File: src/rtl/fetch_unit.sv
// Instruction fetch/sequencing unit for the bitty core.
// Fetches one word, then issues it to bitty, branches on d_out, or halts.
module fetch_unit #(
  parameter int ADDR_W = 8,
  parameter logic [ADDR_W-1:0] START_PC = '0
) (
  input  logic              clk,
  input  logic              reset,
  input  logic              start,
  output logic [ADDR_W-1:0] mem_addr,
  output logic              mem_rd_en,
  input  logic [15:0]       mem_rd_data,
  output logic [15:0]       d_instr,
  output logic              run,
  input  logic              done,
  input  logic [15:0]       d_out,
  output logic [ADDR_W-1:0] pc,
  output logic              busy,
  output logic              halted
);

  localparam logic [2:0] S_IDLE  = 3'd0;
  localparam logic [2:0] S_FETCH = 3'd1;
  localparam logic [2:0] S_LATCH = 3'd2;
  localparam logic [2:0] S_ISSUE = 3'd3;
  localparam logic [2:0] S_EXEC  = 3'd4;
  localparam logic [2:0] S_HALT  = 3'd5;

  logic [2:0]        state;
  logic [2:0]        state_nx;
  logic [ADDR_W-1:0] pc_q;
  logic [ADDR_W-1:0] pc_nx;
  logic [ADDR_W-1:0] pc_inc;
  logic [ADDR_W-1:0] br_target;
  logic [15:0]       ir;
  logic [1:0]        br_cond;
  logic              is_halt;
  logic              is_br;
  logic              is_norm;
  logic              taken;

  assign pc_inc    = pc_q + 1'b1;
  assign br_target = ir[ADDR_W+3:4];
  assign br_cond   = ir[3:2];

  // Halt word also has bits[1:0]=11, so it must mask the branch decode.
  assign is_halt = (ir == 16'hFFFF);
  assign is_br   = !is_halt && (ir[1:0] == 2'b11);
  assign is_norm = !is_halt && !is_br;

  always_comb begin
    taken = 1'b0;
    unique case (br_cond)
      2'b00: taken = (d_out == 16'd0);
      2'b01: taken = (d_out != 16'd0);
      2'b10: taken = d_out[15];
      2'b11: taken = 1'b1;
      default: taken = 1'b0;
    endcase
  end

  always_comb begin
    state_nx = state;
    pc_nx    = pc_q;
    case (state)
      S_IDLE: begin
        if (start) state_nx = S_FETCH;
      end
      S_FETCH: state_nx = S_LATCH;
      S_LATCH: state_nx = S_ISSUE;
      S_ISSUE: begin
        unique case (1'b1)
          is_halt: state_nx = S_HALT;
          is_br: begin
            state_nx = S_FETCH;
            pc_nx    = taken ? br_target : pc_inc;
          end
          is_norm: state_nx = S_EXEC;
          default: state_nx = S_IDLE;
        endcase
      end
      S_EXEC: begin
        if (done) begin
          state_nx = S_FETCH;
          pc_nx    = pc_inc;
        end
      end
      S_HALT: begin
        if (start) begin
          state_nx = S_FETCH;
          pc_nx    = START_PC;
        end
      end
      default: state_nx = S_IDLE;
    endcase
  end

  always_ff @(posedge clk or negedge reset) begin
    if (!reset) begin
      state <= S_IDLE;
      pc_q  <= START_PC;
    end else begin
      state <= state_nx;
      pc_q  <= pc_nx;
    end
  end

  always_ff @(posedge clk or negedge reset) begin
    if (!reset) begin
      ir <= 16'd0;
    end else if (state == S_LATCH) begin
      ir <= mem_rd_data;
    end
  end

  // run is decoded from state so an async reset drops it at once.
  assign run       = (state == S_EXEC);
  assign mem_rd_en = (state == S_FETCH);
  assign mem_addr  = pc_q;
  assign pc        = pc_q;
  assign d_instr   = ir;
  assign halted    = (state == S_HALT);
  assign busy      = (state != S_IDLE) && (state != S_HALT);

endmodule

File: config.mk
export PLATFORM = sky130hd
export DESIGN_NAME = fetch_unit
export DESIGN_NICKNAME = d
export VERILOG_FILES = /design/src/rtl/fetch_unit.sv
export SDC_FILE = /design/constraint.sdc
export NUM_CORES = 1
export LEC_CHECK = 0
export ABC_AREA = 1
export BUFFER_PORTS_ARGS = -buffer_cell sky130_fd_sc_hd__buf_2
export CAP_MARGIN = 25
export CORE_ASPECT_RATIO = 1.2
export CORE_MARGIN = 10
export CORE_UTILIZATION = 33
export DETAILED_ROUTE_END_ITERATION = 12
export GPL_TIMING_DRIVEN = 0
export HOLD_SLACK_MARGIN = 0.08
export PLACE_DENSITY_LB_ADDON = 0.1
export SLEW_MARGIN = 20
export SYNTH_ARGS = -nofsm -noshare
export SYNTH_HDL_FRONTEND = slang
export SYNTH_SLANG_ARGS = --single-unit
File: constraint.sdc
create_clock -name clk -period 4 [get_ports clk]
set_clock_uncertainty 0.05 [all_clocks]
set_input_delay 0.8 -clock clk [delete_from_list [all_inputs] [get_ports clk]]
set_output_delay 0.8 -clock clk [all_outputs]
set_load 0.1 [all_outputs]
==> run_results.csv <==
group,metric,value,unit
outcome,status,"finished, final reports clean",
clock_network,cts_buffers,3,
logic_synthesis,ys_seq_area_share,40.54,%
logic_synthesis,syn-mean-instance-area,7.374,um^2
worst_setup_path,critPathMaxFanout,9,
worst_setup_path,reg2reg_slack,2370,ps
final_layout,n_fill_cell,551,
clock_network,cts_max_level,1,
worst_setup_path,required,3150,ps
final_layout,antenna_cells,0,
logic_synthesis,ys_seq_elements,27,
sta,tightestPinTransition,620.6,ps
floorplanning,core_area,0.004905,mm^2
grt,grt_overflow,0,
sta,hold_viol_final,0,
final_layout,layout.cells.non_filler,361,
place,placed_cell_area,0.002097,mm^2
min_path,whs_endpoint,"d_instr[1]$_DFFE_PN0P_",
worst_setup_path,cp-start-kind,"flop",
final_layout,nets,339,
clock_network,cts_resized,0,
sta,min_period_over_period,62.64,%
place,io_buffers,71,
place,routabilityCongestion,0.7196,
sta,finalSetupViolCount,0,
floorplanning,initial_core_util,33.98,%
worst_setup_path,cp.arrival,1660,ps
sta,slew_viol_final,0,
routing,wl_per_cell,12.59,um
final_layout,stdcell_area,0.002142,mm^2
final_layout,drive_above_1_share,36.54,%
logic_synthesis,ys_warn_count,0,
floorplanning,die_h,97.85,um
sta,fmax,0.3991,GHz
clock_network,post-cts-setup-buffers,0,
min_path,hold_depth,2,
clock_network,cts_tree,"built",
routing,first_pass_iters,4,
worst_setup_path,path_class,"reg -> out",
final_layout,multi_input_area,825.8,um^2
clock_network,clock-sinks,27,
place,dp_hpwl,3724,um
floorplanning,fp-row-count,28,
sta,slew_headroom,58.63,%
job,cap_viol_max_count,0,
clock_network,clockBufferDepth,2,
grt,track_usage,10.98,%
worst_setup_path,r2r-start,"mem_addr[0]$_DFFE_PN0P_",
logic_synthesis,yosysUniqueCellTypes,27,
sta,timing.setup.tns,0,ps
floorplanning,ios,72,
worst_setup_path,r2r-end,"mem_addr[6]$_DFFE_PN0P_",
clock_network,cts.clk_slew.worst_paths,90,ps
logic_synthesis,syn-num-nets,263,
routing,initialDrtViolationCount,52,
place,dp.cells,357,
sta,period_minus_slack,2505,ps
grt,grt_start_max_net_pins,28,
final_layout,syn_to_final_growth,28.53,%
grt,grt_pass1_wl,7734,um
routing,vias_per_cell,4.457,
clock_network,clk_latency,270,ps
routing,vias,1609,
floorplanning,die_w,84.88,um
clock_network,cts_root_buffer,"clkbuf_8",
logic_synthesis,synth_cells,226,
min_path,min_path_type,"reg -> reg",
worst_setup_path,end_kind,"output port",
grt,grt_pass1_vias,1708,
floorplanning,die_area,0.008305,mm^2
final_layout,regArea,675.6,um^2
worst_setup_path,crit_start,"state[2]$_DFFE_PN0P_",
min_path,worstHoldStart,"d_instr[1]$_DFFE_PN0P_",
worst_setup_path,ff2ff_path_depth,7,
routing,wirelength,4545,um
logic_synthesis,synth_area,0.001667,mm^2
sta,rsz0062_at_grt,"no",
clock_network,cts_hold_buf,0,
grt,antenna_found_initial,0,
routing,final_antenna_net_count,0,
routing,drcViolationCount,0,
==> how the worst max path moves through the flow <==
stage | slack [ps] | cells after the start | to
2_1_floorplan | 400 | 2 | busy
3_3_place_gp | 1790 | 3 | busy
3_5_place_dp | 1790 | 3 | busy
4_1_cts | 1470 | 3 | busy
5_1_grt | 1380 | 3 | busy
6_report | 1490 | 3 | busy
==> cells in the mapped netlist <==
library cell  number  share of area, %
a21oi_1            3              0.90
a21oi_2            8               4.2
and2_0             1              0.38
buf_2              4               1.2
buf_4              8               3.6
dfrtp_1           27                41
ha_1               1              0.75
inv_1             18               4.1
inv_2              3              0.68
inv_4              1              0.38
nand2_1           61                14
nand2_2            2              0.75
nand2_4            2               1.4
nand3_1           21               6.3
nand3_2            1              0.60
nand4_1            2              0.75
nand4_2            1              0.75
nor2_1            37               8.3
nor2_2             3               1.1
nor3_1             1              0.30
nor3_2             1              0.60
nor3_4             2               2.0
o21ai_0           10               3.0
o22ai_1            2              0.75
or2_0              1              0.38
xnor2_1            2               1.1
xor2_1             3               1.6
==> cells in the final DEF, fill, tap and decap left out <==
master / count
nand3_2: 1
clkbuf_1: 1
buf_4: 8
xor2_1: 3
dfrtp_1: 27
o22ai_1: 2
inv_1: 18
nand4_1: 2
and2_0: 1
nand2_1: 61
nor3_1: 1
nand4_2: 1
nor2_2: 3
or2_0: 1
inv_2: 3
ha_1: 1
nand3_1: 21
nor3_2: 1
nand2_2: 2
nor3_4: 2
xnor2_1: 2
nand2_4: 2
inv_4: 1
o21ai_0: 10
a21oi_2: 8
buf_2: 75
a21oi_1: 3
clkbuf_8: 3
nor2_1: 37
==> cells by family after synthesis <==
logic type               Yosys count  share of synthesized area, %
AO/OA/AOI/OAI                     23                         8.859
flip-flops                        27                         40.54
AND/OR/NAND/NOR                  136                         37.31
buffers and inverters             34                         9.910
adder cells (fa/ha/maj)            1                        0.7506
XOR/XNOR                           5                         2.628
==> metal layers <==
metal	track usage [%]	part of all wire, %	vias to the layer above
li1	-	-	858
met1	11.64	38	692
met2	18.91	49	55
met3	5.154	12	4
met4	3.173	0.86	0
met5	0	0	-
==> final cells by class <==
class                      count  area share, %
clock buffer                   4          2.103
multi-input combinational    165          38.55
timing repair buffer          71          16.59
tap                           60          3.505
sequential                    27          31.54
inverter                      22          3.972
buffer                        12          3.738
==> critical path, stage by stage (launching register included) <==
cell	delay (ps)
dfrtp_1	370
buf_2	190
o21ai_0	320
buf_2	500
==> registers in the layout, summed over array words and instances, names as in the netlist <==
| name | count |
|---|---|
| mem_addr | 8 |
| d_instr | 16 |
| state | 3 |
==> metrics by stage <==
step / util [%] / setup slack, ps / hold WS (ps)
final: 43.67 / 1495 / 453.7
after global routing: 43.67 / 1379 / 496.8
after CTS: 43.67 / 1472 / 461.2
after detailed placement: 42.76 / 1787 / 436.6
after global placement: 42.76 / 1790 / 425.6
after floorplan: - / 395.3 / 454.4
Power is left out: the tool's default activity adds up to more than one toggle a clock period on the data nets, which glitch-free logic cannot reach.
